`src/rtl/ahb_bus_master_arbiter.sv`:
```
// Two-master AHB-Lite arbiter (scalar core vs. vector LSU) with split address/data-phase ownership.
// Optional scalar starvation guard compiled in with `define ARB_STARVATION_GUARD_EN.
module ahb_bus_master_arbiter #(
  parameter int DATA_WIDTH     = 32,
  parameter int MAX_VECT_BEATS = 8
) (
  input  logic                  clk_i,
  input  logic                  reset_i,
  input  logic                  s_req_i,
  input  logic                  v_req_i,
  input  logic                  v_lock_i,
  input  logic [DATA_WIDTH-1:0] s_haddr_i,
  input  logic [DATA_WIDTH-1:0] s_hwdata_i,
  input  logic [DATA_WIDTH-1:0] v_haddr_i,
  input  logic [DATA_WIDTH-1:0] v_hwdata_i,
  input  logic [2:0]            s_hsize_i,
  input  logic [2:0]            v_hsize_i,
  input  logic                  s_hwrite_i,
  input  logic                  v_hwrite_i,
  output logic                  s_gnt_o,
  output logic                  v_gnt_o,
  output logic                  s_hready_o,
  output logic                  v_hready_o,
  output logic [DATA_WIDTH-1:0] s_hrdata_o,
  output logic [DATA_WIDTH-1:0] v_hrdata_o,
  output logic [1:0]            s_hresp_o,
  output logic [1:0]            v_hresp_o,
  output logic [DATA_WIDTH-1:0] haddr_o,
  output logic [DATA_WIDTH-1:0] hwdata_o,
  output logic [2:0]            hsize_o,
  output logic                  hwrite_o,
  output logic [1:0]            htrans_o,
  input  logic [DATA_WIDTH-1:0] hrdata_i,
  input  logic                  hready_i,
  input  logic [1:0]            hresp_i
);

  localparam logic [1:0] ARB_IDLE      = 2'b00;
  localparam logic [1:0] ARB_SCALAR    = 2'b01;
  localparam logic [1:0] ARB_VECTOR    = 2'b10;
  localparam logic [1:0] HTRANS_IDLE   = 2'b00;
  localparam logic [1:0] HTRANS_NONSEQ = 2'b10;

  logic [1:0] state_reg, state_next;
  logic       dvalid_reg;
  logic       downer_reg;  // data-phase owner: 1 = vector, 0 = scalar
  logic       v_beat;
  logic       guard_trip;

  assign s_gnt_o = (state_reg == ARB_SCALAR);
  assign v_gnt_o = (state_reg == ARB_VECTOR);
  assign v_beat  = v_gnt_o & v_req_i;

`ifdef ARB_STARVATION_GUARD_EN
  localparam logic [4:0] MAX_BEATS = 5'(MAX_VECT_BEATS);
  logic [3:0] guard_cnt_reg, guard_cnt_next;
  logic [4:0] guard_inc;

  // Trip on the edge that accepts the MAX-th vector beat, so scalar gets the very next address phase.
  assign guard_inc  = {1'b0, guard_cnt_reg} + {4'd0, v_beat};
  assign guard_trip = s_req_i & (guard_inc >= MAX_BEATS);

  always_comb begin
    guard_cnt_next = guard_cnt_reg;
    if (!s_req_i || state_reg == ARB_SCALAR) begin
      guard_cnt_next = 4'd0;
    end else if (v_beat) begin
      guard_cnt_next = guard_inc[4] ? 4'hF : guard_inc[3:0];
    end
  end

  always_ff @(posedge clk_i) begin
    if (reset_i) begin
      guard_cnt_reg <= 4'd0;
    end else if (hready_i) begin
      guard_cnt_reg <= guard_cnt_next;
    end
  end
`else
  assign guard_trip = 1'b0;
`endif

  always_comb begin
    state_next = state_reg;
    if (hready_i) begin
      if (guard_trip && s_req_i) begin
        state_next = ARB_SCALAR;
      end else if (state_reg == ARB_VECTOR && v_lock_i) begin
        state_next = ARB_VECTOR;
      end else if (v_req_i) begin
        state_next = ARB_VECTOR;
      end else if (s_req_i) begin
        state_next = ARB_SCALAR;
      end else begin
        state_next = ARB_IDLE;
      end
    end
  end

  always_comb begin
    haddr_o  = '0;
    hsize_o  = 3'd0;
    hwrite_o = 1'b0;
    htrans_o = HTRANS_IDLE;
    case (state_reg)
      ARB_SCALAR: begin
        haddr_o  = s_haddr_i;
        hsize_o  = s_hsize_i;
        hwrite_o = s_hwrite_i;
        htrans_o = s_req_i ? HTRANS_NONSEQ : HTRANS_IDLE;
      end
      ARB_VECTOR: begin
        haddr_o  = v_haddr_i;
        hsize_o  = v_hsize_i;
        hwrite_o = v_hwrite_i;
        htrans_o = v_req_i ? HTRANS_NONSEQ : HTRANS_IDLE;
      end
      default: ;
    endcase
  end

  always_ff @(posedge clk_i) begin
    if (reset_i) begin
      state_reg  <= ARB_IDLE;
      dvalid_reg <= 1'b0;
      downer_reg <= 1'b0;
    end else if (hready_i) begin
      state_reg  <= state_next;
      dvalid_reg <= (htrans_o == HTRANS_NONSEQ);
      downer_reg <= (state_reg == ARB_VECTOR);
    end
  end

  // Data-phase side: the old owner finishes through downer while the new owner drives the address.
  assign hwdata_o   = !dvalid_reg ? '0 : (downer_reg ? v_hwdata_i : s_hwdata_i);
  assign s_hready_o = hready_i & ~reset_i & ((dvalid_reg & ~downer_reg) | s_gnt_o);
  assign v_hready_o = hready_i & ~reset_i & ((dvalid_reg & downer_reg) | v_gnt_o);
  assign s_hresp_o  = (dvalid_reg & ~downer_reg) ? hresp_i : 2'b00;
  assign v_hresp_o  = (dvalid_reg & downer_reg) ? hresp_i : 2'b00;
  assign s_hrdata_o = hrdata_i;
  assign v_hrdata_o = hrdata_i;

endmodule
```
`config.mk`:
```
export PLATFORM = sky130hd
export DESIGN_NAME = ahb_bus_master_arbiter
export DESIGN_NICKNAME = d
export VERILOG_FILES = /design/src/rtl/ahb_bus_master_arbiter.sv
export SDC_FILE = /design/constraint.sdc
export NUM_CORES = 1
export LEC_CHECK = 0
export CAP_MARGIN = 20
export CORE_AREA = 2 2 123 125
export DETAILED_ROUTE_END_ITERATION = 10
export DIE_AREA = 0 0 125 127
export DONT_BUFFER_PORTS = 1
export PLACE_DENSITY_LB_ADDON = 0.12
export RECOVER_POWER = 50
export SKIP_LAST_GASP = 1
export SYNTH_ARGS = -nofsm -noshare
export SYNTH_HDL_FRONTEND = slang
export SYNTH_SLANG_ARGS = --single-unit
export TNS_END_PERCENT = 10
```
`constraint.sdc`:
```
create_clock -name clk_i -period 4.51 [get_ports clk_i]
set_input_delay 1.1275 -clock clk_i [delete_from_list [all_inputs] [get_ports clk_i]]
set_output_delay 1.1275 -clock clk_i [all_outputs]
set_load 0.03 [all_outputs]
```
==> reports/results.md <==
## Outcome
- **result of the run** complete, but fails checks
- **violated checks** max-capacitance violations, max-slew violations

## Global routing
- **overall routing resource usage** 0.0642
- **aggregate global routing overflow** 0
- **via count of the first global-routing pass** 1331
- **maximum number of pins on one net before global-route repair** 40
- **first-pass GRT wire length** 7810 µm
- **initial antenna violation count** 0

## Critical path
- **Critical Path Start Type** flop
- **critical path capture point type** output port
- **capture instance of the worst register-to-register path** downer_reg
- **Critical R2R Launch** downer_reg
- **worst stage delay on the critical path** 1590 ps
- **crit path from** downer_reg
- **count of buffer and inverter cells on the critical path** 0
- **Worst Setup Path Type** flop to output port
- **maximum net fanout on the critical path** 37
- **arrival time of the worst setup path** 2630 ps
- **crit path to** hwdata_o[14]
- **Required @ worst endpoint** 3380 ps
- **Critical Path Slowest Stage Cell** sky130_fd_sc_hd__dfxtp_1
- **slack of the worst reg-to-reg path** 2510 ps
- **logic depth of the worst register-to-register path** 2
- **series of cell instances along the critical path** mux2i_1, nor2_1
- **number of logic stages on the critical path including buffering** 2
- **family of cells with the greatest summed delay on the critical path** flip-flops

## Pwr
- **Switching Share** 0.362
- **part of the total power dissipated in the clock network** 0.461
- **Cell Int Power** 190 µW
- **Flop pwr share** 0.151
- **share of power burned in combinational logic** 0.388
- **Switch Pwr** 108 µW
- **static power due to leakage** 0.401 nW
- **total power per unit cell area** 202 mW/mm²
- **maximum vdd ir drop** 0.0795 mV

## Synthesis
- **part of the Yosys area used for sequential elements** 0.0459
- **summed instance area of the synthesized netlist** 0.00174 mm²
- **Net Count, Synth** 437
- **area share of the leading cell type in the synthesized netlist** 0.289
- **FF+latch count, synth** 4
- **dominant combinational cell family by area after synthesis** buffers and inverters
- **count of unique library cells instantiated by Yosys** 21
- **Yosys Warn Count** 0
- **count of flip-flops with a built-in enable after synthesis** 0
- **Main synth FF type** sky130_fd_sc_hd__dfxtp_1
- **portion of netlist area occupied by mux cells** 0.190
- **post-synthesis compound-gate area fraction** 0.184
- **synthesized instance count** 257
- **main area contributors after synthesis** sky130_fd_sc_hd__buf_4 29%, sky130_fd_sc_hd__mux2i_1 19%, sky130_fd_sc_hd__a22oi_1 16%, sky130_fd_sc_hd__nor2_1 16%, sky130_fd_sc_hd__dfxtp_1 4.6%
- **average footprint of a synthesized cell** 6.78 µm²
- **share of synthesized cell area in full adder, half adder and majority cells** 0.0287
- **post-synthesis share of cell area spent on and, or, nand and nor gates** 0.184
- **FFs w/ async S/R, synth** 0
- **Synth Area in XOR/XNOR** 0
- **largest area contributor in the netlist** sky130_fd_sc_hd__buf_4

## Layout
- **flip-flop count of the largest register after layout** 2
- **Final nets** 359
- **share of post-route cells with drive strength above 1** 0.0395
- **layout overhead on the synthesized area** -15.4%
- **antenna cells** 0

## Die
- **cell row count** 44
- **total I/O pin count** 318
- **die area** 0.0159 mm²
- **die outline width** 125 µm
- **initial core utilization** 0.121
- **die height** 127 µm
- **Core Box Area** 0.0144 mm²

## Route
- **via total after detailed routing** 1445
- **initial detailed-routing violation count** 47
- **number of design rule violations left after detail routing** 0
- **number of optimization iterations in the first detailed-route pass** 4
- **post-DR wirelength/cell** 17.0 µm
- **post-detailed-routing wire length** 6140 µm
- **average via count per standard cell** 4.00
- **ANT nets after route** 0

## STA
- **remaining max-slew budget at the tightest pin** -0.275
- **final total negative setup slack** 0 ps
- **max-slew violation total from the final report** 38
- **final worst-path cycle share** 0.834
- **Min Hold Slack** 534 ps
- **total of endpoints with negative setup slack in the final report** 0
- **top achievable clock speed** 266 MHz
- **setup repair after global routing missed its margin** no
- **maximum clock skew at final layout** 0.0652 ps
- **smallest setup slack after layout** 748 ps
- **final critical delay including setup and external delays** 3760 ps
- **hold violation total from the final report** 0
- **transition time at the pin with the least slew margin** 1910 ps

## Clock tree
- **Clock transition at path regs** 30 ps
- **Num CTS Buffers** 3
- **CTS tree** done
- **hold buffer count at cts** 0
- **count of buffers added by post-CTS timing repair for setup** 0
- **CTS H-tree lvls** 1
- **sinks on the clock net** 4
- **# resized after CTS** 0
- **later-pin clock latency in the skew report** 220 ps
- **CTS Root Buffer Type** sky130_fd_sc_hd__clkbuf_16
- **Clock Path Buffers** 2

## Placed design
- **DP HPWL** 5250 µm
- **GPL Wtd Cong** 0.752
- **setup slack after placement** 1440 ps
- **Port-buffer cells** 0

## Flow run
- **Maximum Capacitance Violations** 1

## Hold path
- **type of the tightest min-delay check** flop to flop

-- power groups by stage --
stage	combinational [mW]	sequential (mW)	clock, mW
finish	0.115	0.0450	0.137
global route	0.124	0.0455	0.141
CTS	0.116	0.0452	0.139
detailed placement	0.116	0.0456	0
global placement	0.110	0.0456	0
floorplan	0.216	0.0388	0
-- synthesized netlist by cell type, types with 2 or more instances --
master / count
sky130_fd_sc_hd__ha_1: 4
sky130_fd_sc_hd__nor2_1: 74
sky130_fd_sc_hd__a21oi_1: 3
sky130_fd_sc_hd__mux2i_1: 33
sky130_fd_sc_hd__buf_4: 67
sky130_fd_sc_hd__buf_1: 2
sky130_fd_sc_hd__clkbuf_1: 3
sky130_fd_sc_hd__buf_6: 4
sky130_fd_sc_hd__and3_1: 2
sky130_fd_sc_hd__inv_1: 7
sky130_fd_sc_hd__buf_2: 9
sky130_fd_sc_hd__dfxtp_1: 4
sky130_fd_sc_hd__a22oi_1: 37
-- final cells by class --
type                       count  area [µm²]
inverter                       7        26.3
sequential                     4        80.1
multi-input combinational    161        1030
timing repair buffer           2        35.0
tap                          184         230
clock buffer                   3        75.1
fill                        1687       12900
-- tightest hold or removal path, cell delays in order, from the launching register on --
cell and delay (ps):
sky130_fd_sc_hd__dfxtp_1 340, sky130_fd_sc_hd__nor2_1 100, sky130_fd_sc_hd__a211oi_1 50
-- per-layer routing --
metal	track usage	vias to the layer above	routed length (µm)
met5	0	-	0
met4	0.0242	0	115
met3	0.0159	18	713
met2	0.137	147	3440
met1	0.0561	636	1870
li1	-	644	-
-- metrics by stage --
stage	total power [mW]	area, µm²	utilization	std cells
2_1_floorplan	0.254	1740	-	257
3_3_place_gp	0.156	1370	0.0952	357
3_5_place_dp	0.162	1400	0.0971	358
4_1_cts	0.301	1480	0.102	361
5_1_grt	0.311	1470	0.102	361
6_report	0.297	1470	0.102	361
-- how the worst min path moves through the flow --
stage / startpoint / end / slack (ps) / depth (start not counted)
3_3_place_gp: state_reg[1] / state_reg[1] / 530 / 2
5_1_grt: state_reg[1] / state_reg[1] / 550 / 2
6_report: state_reg[1] / state_reg[1] / 530 / 2
2_1_floorplan: state_reg[1] / state_reg[1] / 490 / 2
3_5_place_dp: state_reg[1] / state_reg[1] / 520 / 2
4_1_cts: state_reg[1] / state_reg[1] / 530 / 2
-- placed cells by master, fill, tap and decap left out, drive strengths merged --
cell    Yosys  layout
clkbuf      3       3
a211oi      1       1
a41o        1       1
mux2i      33      33
a21oi       3       3
buf        82       2
ha          4       4
a22oi      37      37
nand2b      1       1
conb        1       1
nor3b       1       1
and3        2       2
nor2       74      74
o32ai       1       1
or3b        1       1
inv         7       7
dfxtp       4       4
or2b        1       1
-- logic make-up (layout without fill, tap and decap cells) --
group | count (synthesis) | in the layout
simple gates | 80 | 80
mux | 33 | 33
fa+ha+maj | 4 | 4
compound gates | 43 | 43
flops | 4 | 4
other cells | 1 | 1
buf+inv | 92 | 12
(Power assumes the default switching activity.)
